<file path="src/rtl/reorder_buffer.sv">
// Circular in-order reorder buffer: tag allocation at dispatch, CDB result capture,
// operand forwarding to dispatch and in-order retirement. Entry i owns tag i+1; tag 0 means "no tag".
module reorder_buffer #(
   parameter int ROB_SZ    = 8,
   parameter int XLEN      = 32,
   parameter int REG_IDX_W = 5,
   parameter int TAG_W     = $clog2(ROB_SZ) + 1
) (
   input  logic                 clock,
   input  logic                 reset,
   input  logic                 dispatch_valid,
   input  logic [REG_IDX_W-1:0] dispatch_dest_reg,
   input  logic [TAG_W-1:0]     rs1_tag_in,
   input  logic [TAG_W-1:0]     rs2_tag_in,
   input  logic                 cdb_valid,
   input  logic [TAG_W-1:0]     cdb_tag,
   input  logic [XLEN-1:0]      cdb_value,
   input  logic                 squash,
   output logic [TAG_W-1:0]     rob_entry_out,
   output logic [XLEN-1:0]      rs1_value_out,
   output logic [XLEN-1:0]      rs2_value_out,
   output logic                 full,
   output logic [TAG_W-1:0]     count,
   output logic                 retire_valid,
   output logic [TAG_W-1:0]     retire_tag,
   output logic [REG_IDX_W-1:0] retire_dest_reg,
   output logic [XLEN-1:0]      retire_value
);

   localparam int IDX_W = $clog2(ROB_SZ);

   logic [ROB_SZ-1:0]    busy_q, busy_d;
   logic [ROB_SZ-1:0]    complete_q, complete_d;
   logic [IDX_W-1:0]     head_q, head_d;
   logic [IDX_W-1:0]     tail_q, tail_d;
   logic [TAG_W-1:0]     count_q, count_d;
   logic [REG_IDX_W-1:0] dest_q  [ROB_SZ];
   logic [XLEN-1:0]      value_q [ROB_SZ];

   logic                 dispatch_acc;
   logic                 cdb_hit;
   logic [IDX_W-1:0]     cdb_idx;
   logic [IDX_W-1:0]     rs1_idx;
   logic [IDX_W-1:0]     rs2_idx;

   assign cdb_idx = cdb_tag[IDX_W-1:0] - IDX_W'(1);
   assign rs1_idx = rs1_tag_in[IDX_W-1:0] - IDX_W'(1);
   assign rs2_idx = rs2_tag_in[IDX_W-1:0] - IDX_W'(1);

   assign full         = (count_q == TAG_W'(ROB_SZ));
   assign count        = count_q;
   assign dispatch_acc = dispatch_valid && !full;
   assign cdb_hit      = cdb_valid && (cdb_tag != '0) && busy_q[cdb_idx];
   assign retire_valid = busy_q[head_q] && complete_q[head_q];

   assign rob_entry_out   = TAG_W'(tail_q) + TAG_W'(1);
   // Retire payload is zeroed when idle so that reset and empty states read as all-zero.
   assign retire_tag      = retire_valid ? TAG_W'(head_q) + TAG_W'(1) : '0;
   assign retire_dest_reg = retire_valid ? dest_q[head_q] : '0;
   assign retire_value    = retire_valid ? value_q[head_q] : '0;

   // CDB bypass takes precedence over the stored value so a result produced this cycle is seen.
   assign rs1_value_out = (rs1_tag_in == '0)                   ? '0        :
                          (cdb_valid && cdb_tag == rs1_tag_in) ? cdb_value :
                                                                 value_q[rs1_idx];
   assign rs2_value_out = (rs2_tag_in == '0)                   ? '0        :
                          (cdb_valid && cdb_tag == rs2_tag_in) ? cdb_value :
                                                                 value_q[rs2_idx];

   always_comb begin
      busy_d     = busy_q;
      complete_d = complete_q;
      head_d     = head_q;
      tail_d     = tail_q;
      count_d    = count_q;
      if (squash) begin
         busy_d     = '0;
         complete_d = '0;
         head_d     = '0;
         tail_d     = '0;
         count_d    = '0;
      end else begin
         if (dispatch_acc) begin
            busy_d[tail_q]     = 1'b1;
            complete_d[tail_q] = 1'b0;
            tail_d             = tail_q + IDX_W'(1);
         end
         if (cdb_hit) begin
            complete_d[cdb_idx] = 1'b1;
         end
         if (retire_valid) begin
            busy_d[head_q] = 1'b0;
            head_d         = head_q + IDX_W'(1);
         end
         count_d = count_q + TAG_W'(dispatch_acc) - TAG_W'(retire_valid);
      end
   end

   always_ff @(posedge clock or negedge reset) begin
      if (!reset) begin
         busy_q     <= '0;
         complete_q <= '0;
         head_q     <= '0;
         tail_q     <= '0;
         count_q    <= '0;
      end else begin
         busy_q     <= busy_d;
         complete_q <= complete_d;
         head_q     <= head_d;
         tail_q     <= tail_d;
         count_q    <= count_d;
      end
   end

   // Payload storage needs no reset: busy/complete gate every use of it.
   always_ff @(posedge clock) begin
      if (dispatch_acc && !squash) begin
         dest_q[tail_q] <= dispatch_dest_reg;
      end
      if (cdb_hit && !squash) begin
         value_q[cdb_idx] <= cdb_value;
      end
   end

endmodule

</file>
<file path="config.mk">
export PLATFORM = sky130hd
export DESIGN_NAME = reorder_buffer
export DESIGN_NICKNAME = d
export VERILOG_FILES = /design/src/rtl/reorder_buffer.sv
export SDC_FILE = /design/constraint.sdc
export NUM_CORES = 1
export LEC_CHECK = 0
export CAP_MARGIN = 30
export CORE_MARGIN = 2
export CORE_UTILIZATION = 35
export DETAILED_ROUTE_END_ITERATION = 16
export GPL_ROUTABILITY_DRIVEN = 0
export PLACE_DENSITY_LB_ADDON = 0.25
export SYNTH_ARGS = -nofsm -noshare
export SYNTH_HDL_FRONTEND = slang
export SYNTH_SLANG_ARGS = --single-unit
</file>
<file path="constraint.sdc">
create_clock -name clock -period 6.9 [get_ports clock]
set_input_delay 1.035 -clock clock [delete_from_list [all_inputs] [get_ports clock]]
set_output_delay 1.035 -clock clock [all_outputs]
set_load 0.02 [all_outputs]
</file>
### Yosys cells after proc, flatten, opt, wreduce, memory -nomap -nowiden

Memories as Yosys holds them, arrays and structs flattened.
Cells that the tools add are included.

* output and inout bits: 115
* memory bits (writable): 296
* register bits: 26
* memories kept: 2

* reduce and logical (&&, ||, !) cells: 18
* muxes and demuxes: 36
* order comparisons: 6
* equal/unequal tests: 3
* add/subtract/negate cells: 9
* bitwise gates (word level): 6

Memories
* value_q: words 8, bits a word 32, rd ports 3, clocked after memory_dff 0, wr ports 1, line 38 `logic [XLEN-1:0] value_q [ROB_SZ];`
* dest_q: words 8, bits a word 5, rd ports 1, clocked after memory_dff 0, wr ports 1, line 37 `logic [REG_IDX_W-1:0] dest_q [ROB_SZ];`

Operator list (count)
* $mux W32: 5
* $mux W8: 8
* $and A8 B8 Y8: 2
* $not A8 Y8: 2
* $or A8 B8 Y8: 2
* $lt A3 B4 Y1 const B: 3
* $mux W3: 4
* $logic_and A1 B1 Y1: 11
* $mux W1: 10
* $bmux W1 S3: 3
* $demux W1 S3: 3
* $ge A3 B1 Y1 const B: 3
* $sub A3 B1 Y3 const B: 3
* $add A3 B1 Y4 const B: 2
* $eq A4 B4 Y1: 2
* $logic_not A4 Y1: 2
* $mux W4: 2
* $add A3 B1 Y3 const B: 2
* $mux W5: 1
* $add A4 B1 Y4: 1
* $eq A4 B4 Y1 const B: 1
* $reduce_bool A2 Y1: 2
* $reduce_bool A4 Y1: 1
* $sub A4 B1 Y4: 1
* $logic_not A1 Y1: 2

### Longest topological paths before layout

* depth after elaboration: 11
* gate-level depth with buffers: 13
* depth with buffers taken out: 12

### Least setup slack after synthesis

OpenSTA, ideal clock, no wires.

* kind: input-to-output
* start point: input port rs2_tag_in[0]
* end point: output port rs2_value_out[0]
* stages on the path: 9
* arrival time: 2.947 ns
* data required time: 5.865 ns
* setup slack: 2.918 ns
* path through: buf_4 > buf_4 > inv_1 > ha_1 > buf_2 > clkbuf_1 > mux4_2 > mux2i_1 > a21oi_1

* cells in the longest elaborated chain, start to end: 4
* elaborated cells on any way between the ends: 7
* those cells by class: add/sub: 1; eq/ne: 1; mux: 2; reduce/logical: 2; memory: 1

Ends and longest elaborated chain
* start: declaration: line 14 `input logic [TAG_W-1:0] rs2_tag_in,`
* $sub A3 B1 Y3 / $eq A4 B4 Y1 (equally long branches): line 48, 67
* $mem_v2 Z8 W32 / $logic_and A1 B1 Y1 (equally long branches)
* $mux W32: line 67 `(cdb_valid && cdb_tag == rs2_tag_in) ? cdb_value :`
* $mux W32 *: line 66 `assign rs2_value_out = (rs2_tag_in == '0) ? '0 :`
* end: declaration: line 21 `output logic [XLEN-1:0] rs2_value_out,`

Every way passes the cells marked *; elsewhere a longest branch is shown, timed or not.

### Final worst setup path

* start point: input port cdb_tag[0]
* end point: output port rs1_value_out[0]

* cells in the longest elaborated chain, start to end: 4

Ends and longest elaborated chain
* start: declaration: line 16 `input logic [TAG_W-1:0] cdb_tag,`
* $eq A4 B4 Y1: line 64 `(cdb_valid && cdb_tag == rs1_tag_in) ? cdb_value :`
* $logic_and A1 B1 Y1: line 64
* $mux W32: line 64
* $mux W32: line 63 `assign rs1_value_out = (rs1_tag_in == '0) ? '0 :`
* end: declaration: line 20 `output logic [XLEN-1:0] rs1_value_out,`

Every way passes these cells.

==> results.json <==
{
  "status": "finished, final reports clean",
  "worstPathCellList": "clkdlybuf4s50_1 > xor2_1 > nor3_2 > nand3_4 > buf_4 > a211oi_1 > clkdlybuf4s50_1",
  "fin_setup_tns_ps": 0,
  "clock_tree.htree_level_count": 2,
  "max_freq_ghz": 0.189,
  "cellLeakagePower_nw": 6.78,
  "placement.io_buffers": 168,
  "floorplan.initialDensity_pct": 35.3,
  "origin_of_the_worst_min_delay_path": "complete_q[3]$_DFF_PN0_",
  "drv_slew": 0,
  "synth_xor_xnor_area_share_pct": 0.935,
  "number_of_instances_in_the_synthesized_netlist": 1094,
  "yosys_most_used_dff": "sky130_fd_sc_hd__edfxtp_1",
  "rows": 82,
  "via_count": 10900,
  "maxCapViolations": 0,
  "synth.distinct_cells": 53,
  "ys.warnings.count": 0,
  "worst_setup_hold_path_clk_slew_ps": 60,
  "clk_path_buf_depth": 3,
  "vias_per_cell": 5.65,
  "reg2reg_setup_slack_ps": 3600,
  "timing.critical_path.slowest_stage_cell": "sky130_fd_sc_hd__clkdlybuf4s50_1",
  "yosysMostFrequentCell": "sky130_fd_sc_hd__edfxtp_1",
  "dieWidth_um": 229,
  "cts_hold_repair.buffers": 0,
  "crit_type": "in -> out",
  "arrival_ps": 4270,
  "max_stage_delay_ps": 700,
  "syn-cell-area_um2": 17700,
  "minimum_period_implied_by_the_final_worst_setup_slack_ps": 5300,
  "drt_first_iter_violations": 797,
  "cpMostUsedCell": "sky130_fd_sc_hd__clkdlybuf4s50_1",
  "total_area_of_multi_input_combinational_cells_um2": 7630,
  "floorplan.core_area_um2": 50000,
  "tritoncts_clock_tree": "done",
  "wl_mm": 50.7,
  "worstPathRequired_ps": 5860,
  "finClkSkew_ps": 19.6,
  "cts_sinks": 322,
  "final_layout_size_suffix_gt1_share_pct": 25.4,
  "post-cts-setup-buffers": 0,
  "ys_seq_area_share_pct": 54.0,
  "worstSkewPairLatency_ps": 530,
  "asyncSetResetFlopFracSynth_pct": 8.07,
  "synth.ff_latch_count": 322,
  "synth_top_family_by_area": "multiplexers",
  "proportion_of_netlist_area_held_by_the_largest_area_contributor_pct": 50.3,
  "seq_area_um2": 9550,
  "layout-area-overhead-vs-synth_pct": 19.1,
  "reg2regPathDepth": 10,
  "report.final.hold_viol_count": 0,
  "dpl.cell_count": 1866,
  "routedWlPerCell_um": 26.3,
  "drt_drc_violations_left": 0,
  "drtAntennaViolNets": 0,
  "detailedPlacementHpwl_mm": 30.7,
  "grt_setup_unrepaired": "no",
  "power_per_cell_area_nw_per_um2": 220,
  "reg2reg_from": "head_q[0]$_DFFE_PN0P_",
  "timing.hold.worst_path_depth": 1,
  "grt-ovfl-total": 0,
  "grt_first_pass_wirelength_mm": 75.1,
  "nets": 1296,
  "grt.total_usage_pct": 19.4,
  "grt_pass1_vias": 11300,
  "max-slew-margin-rel_pct": 32.7,
  "drt_first_pass_iters": 5,
  "area_of_the_die_um2": 52300,
  "ioPinCount": 169,
  "muxShareOfSynthArea_pct": 29.6,
  "grt_antenna_before_repair": 2,
  "fillerInstances": 4450,
  "cts.repair.resized": 0,
  "worst_ir_drop_vdd_uv": 120,
  "synth-compound-area-share_pct": 6.19,
  "mean_instance_size_in_the_synthesized_netlist_um2": 16.1,
  "finalPower_w": 0.00464,
  "cts-buffers-inserted": 35,
  "setup_viol": 0,
  "worstSetupStartpointType": "input pin",
  "post_synth_and_or_nand_nor_area_fraction_pct": 4.89,
  "final_cell_count_no_fill": 1927,
  "cp-end-kind": "output port",
  "util_after_layout_pct": 42.1,
  "post_synth_adder_cell_area_pct": 0.822,
  "yosys-top-cells-area": "sky130_fd_sc_hd__edfxtp_1, sky130_fd_sc_hd__mux4_2, sky130_fd_sc_hd__mux2i_1",
  "mappedNetlistNets": 1159,
  "number_of_flops_mapped_to_enable_cells_by_yosys": 296,
  "timing_worst_slew_pin_value_ps": 1010,
  "hp-class": "reg -> reg",
  "critPathMaxFanout": 33,
  "clock-root-buffer": "sky130_fd_sc_hd__clkbuf_16",
  "layout_worst_path_cycle_share_pct": 76.9,
  "synthTopCellsByCount": "sky130_fd_sc_hd__edfxtp_1, sky130_fd_sc_hd__mux4_2, sky130_fd_sc_hd__nand2_1",
  "hold_path_end": "complete_q[3]$_DFF_PN0_",
  "grt_max_degree": 65,
  "dieHeight_um": 229,
  "synth_largest_area_cell": "sky130_fd_sc_hd__edfxtp_1",
  "critical_path.reg2reg.endpoint": "count[2]$_DFF_PN0_"
}
==> critical path, delay by kind of cell <==
kind / cells / cell delay, ps
XOR/XNOR: 1 / 260
AND/OR/NAND/NOR: 2 / 640
buffers and inverters: 3 / 1820
AO/OA/AOI/OAI: 1 / 500
==> registers in the layout, indices dropped and copies added (netlist names) <==
register / count
count: 4
head_q: 3
dest_q: 40
complete_q: 8
tail_q: 3
busy_q: 8
value_q: 256
==> through the flow <==
step	cell area, um^2	setup WS [ps]	hold WS, ps
finish	21000	1600	503
global route	21000	1400	521
CTS	21000	1490	505
detailed placement	20000	1490	492
global placement	19900	1540	478
floorplan	17700	2920	466
==> cell usage in the layout (no fill, tap or decap), types with 3 or more instances in the layout <==
master and n:
sky130_fd_sc_hd__a211oi_1 13, sky130_fd_sc_hd__a211oi_2 20, sky130_fd_sc_hd__a21oi_1 78, sky130_fd_sc_hd__a31o_1 3
sky130_fd_sc_hd__and3_1 4, sky130_fd_sc_hd__and3_2 4, sky130_fd_sc_hd__buf_4 24, sky130_fd_sc_hd__clkbuf_1 9
sky130_fd_sc_hd__clkbuf_16 37, sky130_fd_sc_hd__clkdlybuf4s50_1 166, sky130_fd_sc_hd__clkinv_1 11, sky130_fd_sc_hd__dfrtp_1 23
sky130_fd_sc_hd__edfxtp_1 296, sky130_fd_sc_hd__ha_1 8, sky130_fd_sc_hd__inv_1 18, sky130_fd_sc_hd__inv_2 3
sky130_fd_sc_hd__mux2i_1 66, sky130_fd_sc_hd__mux4_2 202, sky130_fd_sc_hd__nand2_1 86, sky130_fd_sc_hd__nand3_1 5
sky130_fd_sc_hd__nand4_1 3, sky130_fd_sc_hd__nand4b_1 4, sky130_fd_sc_hd__nor2_1 51, sky130_fd_sc_hd__nor2_4 4
sky130_fd_sc_hd__nor3_1 11, sky130_fd_sc_hd__o21a_1 3, sky130_fd_sc_hd__o21ai_0 34, sky130_fd_sc_hd__o32ai_1 4
sky130_fd_sc_hd__xnor2_1 6, sky130_fd_sc_hd__xor2_1 10
==> final cells by class <==
class | count | area share [%]
diodes | 1 | 0.0119
well taps | 672 | 4.00
repair buffers | 193 | 9.04
multi-input cells | 657 | 36.3
flip-flops and latches | 322 | 45.4
clock buffers | 46 | 4.56
inverters | 22 | 0.393
clock inverters | 14 | 0.303
==> how the worst max path moves through the flow <==
stage | startpoint | endpoint | cells after the start
after floorplan | rs2_tag_in[0] | rs2_value_out[0] | 9
after global placement | rs1_tag_in[1] | rs1_value_out[0] | 7
after detailed placement | cdb_tag[0] | rs1_value_out[0] | 7
after CTS | cdb_tag[0] | rs1_value_out[0] | 7
after global routing | cdb_tag[0] | rs1_value_out[0] | 7
final | cdb_tag[0] | rs1_value_out[0] | 7
==> kinds of logic (layout without fill, tap and decap cells) <==
family / Yosys count / count (layout)
flip-flops: 322 / 322
XOR/XNOR: 18 / 18
other: 0 / 1
buffers and inverters: 115 / 275
AND/OR/NAND/NOR: 192 / 192
multiplexers: 270 / 270
adder cells (fa/ha/maj): 11 / 11
AO/OA/AOI/OAI: 166 / 166
==> metal layers <==
| layer | part of all wire [%] | global-route usage [%] |
|---|---|---|
| met4 | 2.4 | 5.41 |
| met2 | 51 | 33.8 |
| met1 | 40 | 24.4 |
| met3 | 6.1 | 3.95 |
| met5 | 0.014 | 0 |
==> power breakdown <==
part           internal (W)  switching [W]  total, W
clock network      0.000974       0.000732   0.00171
logic              0.000351       0.000401  0.000752
registers           0.00216      0.0000234   0.00218
total               0.00348        0.00116   0.00464
No activity file was read; power rests on OpenSTA's default activity.
==> patch: new RTL, config.mk and constraints unchanged <==
Compare `count_q` against `TAG_W'(ROB_SZ)` with >= in place of ==.
--- a/src/rtl/reorder_buffer.sv
+++ b/src/rtl/reorder_buffer.sv
@@ -48,5 +48,5 @@
    assign rs2_idx = rs2_tag_in[IDX_W-1:0] - IDX_W'(1);
 
-   assign full         = (count_q == TAG_W'(ROB_SZ));
+   assign full         = (count_q >= TAG_W'(ROB_SZ));
    assign count        = count_q;
    assign dispatch_acc = dispatch_valid && !full;
Function: same outputs for any inputs over 4 cycles, from zero or initial values and one cycle with reset low; that may be too few to reach the edited logic, so the function may still have changed.
==> patch against the original RTL <==
  * Total power up 7.6%
  * Worst setup slack worse by 39 ps
  * Final area up 2.9%
  * Highest routed layer is now met4
  * Synthesized cell count down 2.3%
  * Critical path depth unchanged
  * Sequential share of layout area down 1.3 points
  * Synthesized area up 1.2%
  * Fmax down 0.72%
  * Routed wire length up 5.9%
  * Sequential cell count unchanged
==> patch: results <==
group,metric,value,unit
logic_synthesis,synth_xor_xnor_area_share,0.7351,%
logic_synthesis,ys_top_cells_by_area,"edfxtp_1 50%, mux4_2 26%, mux2i_1 5.8%",
power_and_ir_drop,cellLeakagePower,7.039,nW
route,vias,11200,
sta,max_slew_margin,35.70,%
logic_synthesis,synth-adder-area-share,0.8121,%
logic_synthesis,synth-compound-area-share,6.294,%
grt,grt_max_degree,57,
logic_synthesis,seq_area_frac_synth,53.37,%
logic_synthesis,synthesis.nets,1134,
placed_design,pre_cts_slack,1510,ps
worst_setup_path,ff2ff_setup_slack,3590,ps
power_and_ir_drop,peakVddDrop,0.1551,mV
sta,finClkSkew,10.21,ps
grt,grt.total_usage,20.36,%
cells_and_area,num-nets-final,1279,
grt,grt_pass1_vias,11700,
placed_design,dp.cells,1844,
placed_design,place_hpwl,32.53,mm
sta,final.period_utilization,77.44,%
cells_and_area,drive_gt1_share,26.57,%
route,vias_per_cell,5.852,
route,drt_iter0_drc,1072,
outcome,status,"complete, no violations",
logic_synthesis,synth_area_per_cell,16.72,µm²
grt,grt_pass1_wl,79.23,mm
worst_setup_path,reg2reg_from,"head_q[2]",
clock_network,cts_made_buffers,39,
logic_synthesis,ys_top_cells_by_count,"296 x edfxtp_1, 204 x mux4_2, 104 x mux2i_1",
patch: changes by cell type after synthesis, moves of 20 or more:
cell      before  now
a211oi_2      20    0
a21oi_1       78   39
mux2i_1       66  104
nand2_1       87   23
o211a_1        0   32
o41ai_1        0   32
patch: how the worst min path moves through the flow:
stage / start / to / slack [ps] / depth (start not counted)
4_1_cts: complete_q[1] / complete_q[1] / 510 / 1
6_report: complete_q[1] / complete_q[1] / 510 / 1
3_3_place_gp: complete_q[1] / complete_q[1] / 490 / 1
5_1_grt: complete_q[1] / complete_q[1] / 530 / 1
2_1_floorplan: complete_q[0] / complete_q[0] / 480 / 1
3_5_place_dp: complete_q[1] / complete_q[1] / 500 / 1
patch: report_power, final:
part | total, W | internal, W | switching (W)
clock | 0.00197 | 0.00119 | 0.000779
sequential | 0.00218 | 0.00216 | 0.0000197
combinational | 0.000845 | 0.000383 | 0.000462
patch: metal layers:
| layer | global-route usage, % | part of all wire, % | wire length (µm) |
|---|---|---|---|
| met1 | 27.14 | 42 | 22410 |
| met2 | 34.57 | 50 | 27050 |
| met3 | 3.410 | 5.9 | 3152 |
| met4 | 5.343 | 1.9 | 1045 |
| met5 | 0 | 0 | 0 |
patch: cell type report:
| class | instances | area (µm²) |
|---|---|---|
| fill | 4447 | 28640 |
| sequential | 322 | 9550 |
| multi-input combinational | 629 | 7888 |
| timing repair buffer | 203 | 2064 |
| tap | 672 | 840.8 |
| clock buffer | 47 | 1049 |
| inverter | 19 | 71.32 |
| clock inverter | 22 | 175.2 |
patch: critical path, cell delays in order:
cell and delay (ps):
clkdlybuf4s50_1 690, nand2b_1 260, o2111ai_4 130, buf_4 330, or3_2 900, a21oi_1 290, clkdlybuf4s50_1 640
